File: src/rtl/fetch_controller.sv
// fetch_controller: program loader plus single-cycle instruction fetch unit.
// The block owns an external instruction memory: while loading, it writes
// words at consecutive addresses. While running, it reads at pc and registers
// each fetched instruction. Redirects are taken only in builds that define
// FETCH_BRANCH_EN. Without that macro, pc advances by 4 after each fetch.
module fetch_controller #(
  parameter int          DEPTH    = 10,
  parameter logic [31:0] RESET_PC = 32'h0
) (
  input  logic        clock,
  input  logic        reset,
  input  logic        start,
  input  logic        load_valid,
  input  logic [31:0] load_data,
  output logic        load_ready,
  output logic [31:0] mem_addr,
  output logic [31:0] mem_wdata,
  output logic        mem_we,
  input  logic [31:0] mem_rdata,
  input  logic        stall,
  input  logic        branch_taken,
  input  logic [31:0] branch_target,
  output logic [31:0] pc,
  output logic [31:0] instr,
  output logic        instr_valid,
  output logic        halted,
  output logic [15:0] fetch_count
);

  localparam int              PTR_W   = $clog2(DEPTH + 1);
  localparam logic [PTR_W-1:0] PTR_MAX = PTR_W'(DEPTH);
  localparam logic [29:0]      WORDS   = 30'(DEPTH);

  typedef enum logic [1:0] {IDLE, LOAD, RUN, HALT} state_t;

  state_t           state;
  state_t           state_nxt;
  logic [PTR_W-1:0] ptr;
  logic             in_range;
  logic             fetch_en;
  logic             run_entry;
  logic [31:0]      pc_nxt;

  // Fetch counter that sticks at its maximum instead of wrapping.
  function automatic logic [15:0] sat_inc(input logic [15:0] v);
    return (v == 16'hFFFF) ? v : v + 16'd1;
  endfunction

  assign in_range  = (pc[31:2] < WORDS);
  assign fetch_en  = (state == RUN) && in_range && !stall;
  assign run_entry = ((state == IDLE) || (state == HALT)) && (state_nxt == RUN);

`ifdef FETCH_BRANCH_EN
  // A redirect replaces the sequential pc; the target is word-aligned.
  logic unused_target_lsbs;
  assign unused_target_lsbs = ^branch_target[1:0];
  assign pc_nxt = branch_taken ? {branch_target[31:2], 2'b00} : pc + 32'd4;
`else
  // Branch inputs are ignored in this build.
  logic unused_branch;
  assign unused_branch = ^{branch_taken, branch_target};
  assign pc_nxt = pc + 32'd4;
`endif

  // State register; reset returns to IDLE immediately.
  always_ff @(posedge clock or negedge reset) begin
    if (!reset) state <= IDLE;
    else        state <= state_nxt;
  end

  // Next-state selection; a loader offer wins over start.
  always_comb begin
    state_nxt = state;
    case (state)
      IDLE:    if (load_valid) state_nxt = LOAD;
               else if (start) state_nxt = RUN;
      LOAD:    if (!load_valid) state_nxt = IDLE;
      RUN:     if (!in_range) state_nxt = HALT;
      HALT:    if (load_valid) state_nxt = LOAD;
               else if (start) state_nxt = RUN;
      default: state_nxt = IDLE;
    endcase
  end

  // Memory port steering: the loader owns the port only in LOAD.
  always_comb begin
    load_ready = (state == LOAD) && (ptr < PTR_MAX);
    mem_we     = load_ready && load_valid;
    mem_addr   = (state == LOAD) ? 32'({ptr, 2'b00}) : pc;
    mem_wdata  = (state == LOAD) ? load_data : 32'h0;
    halted     = (state == HALT);
  end

  // Load pointer: advances per accepted word, cleared when LOAD exits.
  always_ff @(posedge clock or negedge reset) begin
    if (!reset) begin
      ptr <= '0;
    end else if (state == LOAD) begin
      if (!load_valid)     ptr <= '0;
      else if (load_ready) ptr <= ptr + PTR_W'(1);
    end
  end

  // Fetch stage: registers the instruction read at pc, then advances pc.
  always_ff @(posedge clock or negedge reset) begin
    if (!reset) begin
      pc          <= RESET_PC;
      instr       <= 32'h0;
      instr_valid <= 1'b0;
      fetch_count <= 16'h0;
    end else if (run_entry) begin
      pc          <= RESET_PC;
      fetch_count <= 16'h0;
      instr_valid <= 1'b0;
    end else if (state == RUN) begin
      if (!in_range) begin
        instr_valid <= 1'b0;
      end else if (fetch_en) begin
        instr       <= mem_rdata;
        instr_valid <= 1'b1;
        pc          <= pc_nxt;
        fetch_count <= sat_inc(fetch_count);
      end
    end else if (state == HALT) begin
      instr_valid <= 1'b0;
    end
  end

endmodule

File: config.mk
export PLATFORM = sky130hd
export DESIGN_NAME = fetch_controller
export DESIGN_NICKNAME = d
export VERILOG_FILES = /design/src/rtl/fetch_controller.sv
export SDC_FILE = /design/constraint.sdc
export NUM_CORES = 1
export LEC_CHECK = 0
export CORE_MARGIN = 2
export CORE_UTILIZATION = 38
export DETAILED_ROUTE_END_ITERATION = 12
export GPL_TIMING_DRIVEN = 0
export PLACE_DENSITY_LB_ADDON = 0.1
export SYNTH_ARGS = -nofsm -noshare
export SYNTH_HDL_FRONTEND = slang
export SYNTH_SLANG_ARGS = --single-unit
File: constraint.sdc
create_clock -name clock -period 3.4 [get_ports clock]
set_clock_uncertainty 0.2 [all_clocks]
set_input_delay 0.51 -clock clock [delete_from_list [all_inputs] [get_ports clock]]
set_output_delay 0.51 -clock clock [all_outputs]
set_load 0.01 [all_outputs]
==> reports/qor.yml <==
status:
  run_status: "finished clean"
setup_path:
  worstPathRequired_ps: 2690
  ff2ff_path_depth: 9
  end_kind: "output pin"
  critical_path.startpoint_type: "flop"
  cp_data_arrival_time_ps: 2430
  regToRegSetupSlack_ps: 390
  timing.rr.end: "pc[23]$_DFFE_PN0P_"
  regToRegStartpoint: "state[1]$_DFF_PN0_"
  crit_path_max_fo: 18
  timing.setup.critical_path_class: "reg2out"
clocking:
  clock_tree.htree_level_count: 3
  cts_sinks: 85
  clk_path_buf_depth: 2
  cts_tree: "yes"
  clk-insertion-delay-late_ps: 340
  clk_pin_slew_ps: 60
  numCtsBuffers: 9
  cts_setup_buffers: 0
  root_driver: "sky130_fd_sc_hd__clkbuf_16"
routing:
  drc_errors_left: 0
  dr.first_iter.drc_count: 154
  drtAntennaViolNets: 0
  dr_total_vias: 3885
  routed_wl_um: 12500
  post_drt_via_cell_ratio: 5.06
  routed_wire_length_per_instance_um: 16.3
  drtPass1Iterations: 4
pwr:
  power_density_nw_per_um2: 640
  sequential_fraction_of_design_power_pct: 33.1
  totalPowerFinal_mw: 4.44
  power_report.internal_total_mw: 2.99
  comb_power_share_pct: 43.9
  switching_share_pct: 32.7
  share_clk_of_total_power_pct: 23.0
  p_leak_nw: 2.88
  p_switching_mw: 1.45
  irDropWorstVdd_mv: 0.381
hold_path:
  worstHoldStart: "instr[6]$_DFFE_PN0P_"
  whs_path_depth: 1
  hold_path.class: "reg2reg"
  min_to: "instr[6]$_DFFE_PN0P_"
placed_design:
  placed_cells: 752
  placement.setup.worst_slack_ps: 304
  hpwl_um: 9610
  place.port_buffers: 212
  place_congestion: 0.831
timing:
  maxSlewViolCount: 0
  worstMarginPinSlew_ps: 1070
  finalWorstPathRequiredPeriod_ps: 3140
  maxClockFrequency_mhz: 318
  max_slew_margin_pct: 27.9
  timing.final.crit_share_pct: 92.4
  finalWorstSetupSlack_ps: 258
  timing.final.setup_violations: 0
  worst_hold_slack_ps: 284
  hold_viol: 0
  rsz_0062_raised_after_global_routing: "false"
final_layout:
  diodes: 0
  finalNetCount: 732
  nFillCells: 883
  area_delta_synth_final_pct: 62.3
  finalCoreUtilization_pct: 63.5
  drive_above_1_share_pct: 11.1
  multi_input_area_um2: 2010
  finalNonFillerCells: 768
  area_taken_by_flip_flops_and_latches_um2: 2130
global_routing:
  grt.overflow.total: 0
  number_of_antenna_violations_at_the_first_check_in_global_routing: 0
  grt.total_usage_pct: 20.8
  grt_start_max_net_pins: 48
  number_of_global_route_vias_before_repair: 3818
  grt_pass1_wl_um: 19300
synthesis:
  syn_area_um2: 4280
  yosysUniqueCellTypes: 50
  syn_inst: 396
  ys_dominant_reg_cell: "sky130_fd_sc_hd__dfrtp_1"
  synth.yosys.seq_area_share_pct: 49.7
  synth_area_leader_cell: "sky130_fd_sc_hd__dfrtp_1"
  synth.top_cell.area_share_pct: 49.7
  synth.area.top_cells: "sky130_fd_sc_hd__dfrtp_1, sky130_fd_sc_hd__and2_1, sky130_fd_sc_hd__mux2_2, sky130_fd_sc_hd__nor2b_1, sky130_fd_sc_hd__mux2_1"
  asyncSetResetFlopFracSynth_pct: 100
  synth-seq-cells: 85
  synth_enable_flop_cells: 0
  syn_area_per_cell_um2: 10.8
  yosys_warnings: 0
floorplanning:
  die-area_um2: 12100
  core-area_um2: 10900
  rows: 38
  initial_utilization_pct: 39.1
  die-width_um: 110
  top_level_ports: 250
  dieHeight_um: 110
job:
  cap_viol_max_count: 0
[power groups by stage]
stage               Clock (mW)  Sequential [mW]  Combinational [mW]
finish                    1.02             1.47                1.95
global route              1.08             1.51                2.12
CTS                       1.04             1.47                1.98
detailed placement           0             1.49                1.97
global placement             0             1.47                1.92
floorplan                    0             1.57               0.846
[synth_stat cells, types with 2 or more instances]
master	instances
sky130_fd_sc_hd__dfrtp_1	85
sky130_fd_sc_hd__and2_1	60
sky130_fd_sc_hd__nor2b_1	28
sky130_fd_sc_hd__mux2_2	27
sky130_fd_sc_hd__nor2_1	15
sky130_fd_sc_hd__a21oi_1	13
sky130_fd_sc_hd__nand2_1	13
sky130_fd_sc_hd__nor4_1	12
sky130_fd_sc_hd__clkbuf_1	11
sky130_fd_sc_hd__nand3_1	11
sky130_fd_sc_hd__mux2_1	10
sky130_fd_sc_hd__or4_1	10
sky130_fd_sc_hd__buf_4	8
sky130_fd_sc_hd__o21ai_0	8
sky130_fd_sc_hd__o31ai_1	8
sky130_fd_sc_hd__and3_1	7
sky130_fd_sc_hd__ha_1	7
sky130_fd_sc_hd__nand4_1	6
sky130_fd_sc_hd__xnor2_1	6
sky130_fd_sc_hd__buf_2	5
sky130_fd_sc_hd__inv_1	5
sky130_fd_sc_hd__nor4_2	4
sky130_fd_sc_hd__a22o_1	3
sky130_fd_sc_hd__or3_1	3
sky130_fd_sc_hd__a31oi_1	2
sky130_fd_sc_hd__a41oi_1	2
sky130_fd_sc_hd__nand2b_1	2
sky130_fd_sc_hd__nand4_2	2
sky130_fd_sc_hd__o21a_1	2
[cell families (layout without fill, tap and decap cells)]
kind of cell               after synthesis  in the layout  synth area share (%)
other                                    1              4                0.0876
AOI/OAI and AO/OA                       49             49                  7.92
adders and majority gates                7              7                  2.05
xor gates and xnor gates                 6              6                  1.23
muxes                                   38             38                  9.97
buffers and inverters                   31            260                  3.57
DFF                                     85             85                  49.7
and+or+nand+nor                        179            179                  25.5
[state kept, by name, indices dropped and copies added, names as in the netlist]
name / cells
fetch_count: 16
instr: 32
instr_valid: 1
pc: 30
ptr: 4
state: 2
[per-layer routing]
layer	vias up	routed length, um	GRT usage [%]
met3	10	1150	6.06
met4	0	81	4.55
met1	1858	5000	25.6
li1	1850	-	-
met2	167	6260	36.3
met5	-	0	0
[worst max path at each step]
stage / startpoint / end / slack (ps) / cells past startpoint
floorplan: state[0]$_DFF_PN0_ / instr[10]$_DFFE_PN0P_ / 1010 / 7
global placement: reset / fetch_count[12]$_DFFE_PN0P_ / -1430 / 1
detailed placement: state[1]$_DFF_PN0_ / mem_addr[21] / 300 / 7
CTS: state[1]$_DFF_PN0_ / mem_we / 40 / 6
global route: state[1]$_DFF_PN0_ / mem_we / 130 / 6
finish: state[1]$_DFF_PN0_ / mem_we / 260 / 6
[worst max-delay path, stage by stage, from the launching register on]
cell	delay, ps
sky130_fd_sc_hd__dfrtp_1	450
sky130_fd_sc_hd__inv_1	90
sky130_fd_sc_hd__ha_1	120
sky130_fd_sc_hd__buf_2	330
sky130_fd_sc_hd__clkbuf_2	340
sky130_fd_sc_hd__and3_1	210
sky130_fd_sc_hd__clkdlybuf4s50_1	550
[area by class of cell]
class | count | share of cell area [%]
repair buffers | 214 | 31.1
flip-flops and latches | 85 | 30.6
multi-input cells | 283 | 29.0
clock buffers | 12 | 3.84
well taps | 140 | 2.52
plain buffers | 24 | 1.86
clock inverters | 4 | 0.793
inverters | 6 | 0.324
[cells in the final DEF, fill, tap and decap left out, drive strengths merged, types with 10 or more instances in the layout]
| master | count |
|---|---|
| clkdlybuf4s50 | 211 |
| dfrtp | 85 |
| and2 | 60 |
| mux2 | 37 |
| nor2b | 28 |
| clkbuf | 23 |
| nor4 | 16 |
| nor2 | 15 |
| buf | 15 |
| a21oi | 13 |
| nand2 | 13 |
| nand3 | 11 |
| or4 | 10 |
[stage by stage]
step	area, um^2	TNS, ps
global placement	6590	-121150
floorplan	4290	0
CTS	6940	0
finish	6940	0
detailed placement	6610	0
global route	6940	0
[timing repair]
action / 4_1_cts / 5_1_grt
endpoints found under the hold margin: 38 / 0
endpoints found under the setup margin: 22 / 3
hold buffers: 1 / 0
pin swaps: 0 / 0
gates resized for setup: 1 / 2
(Power assumes the default switching activity.)
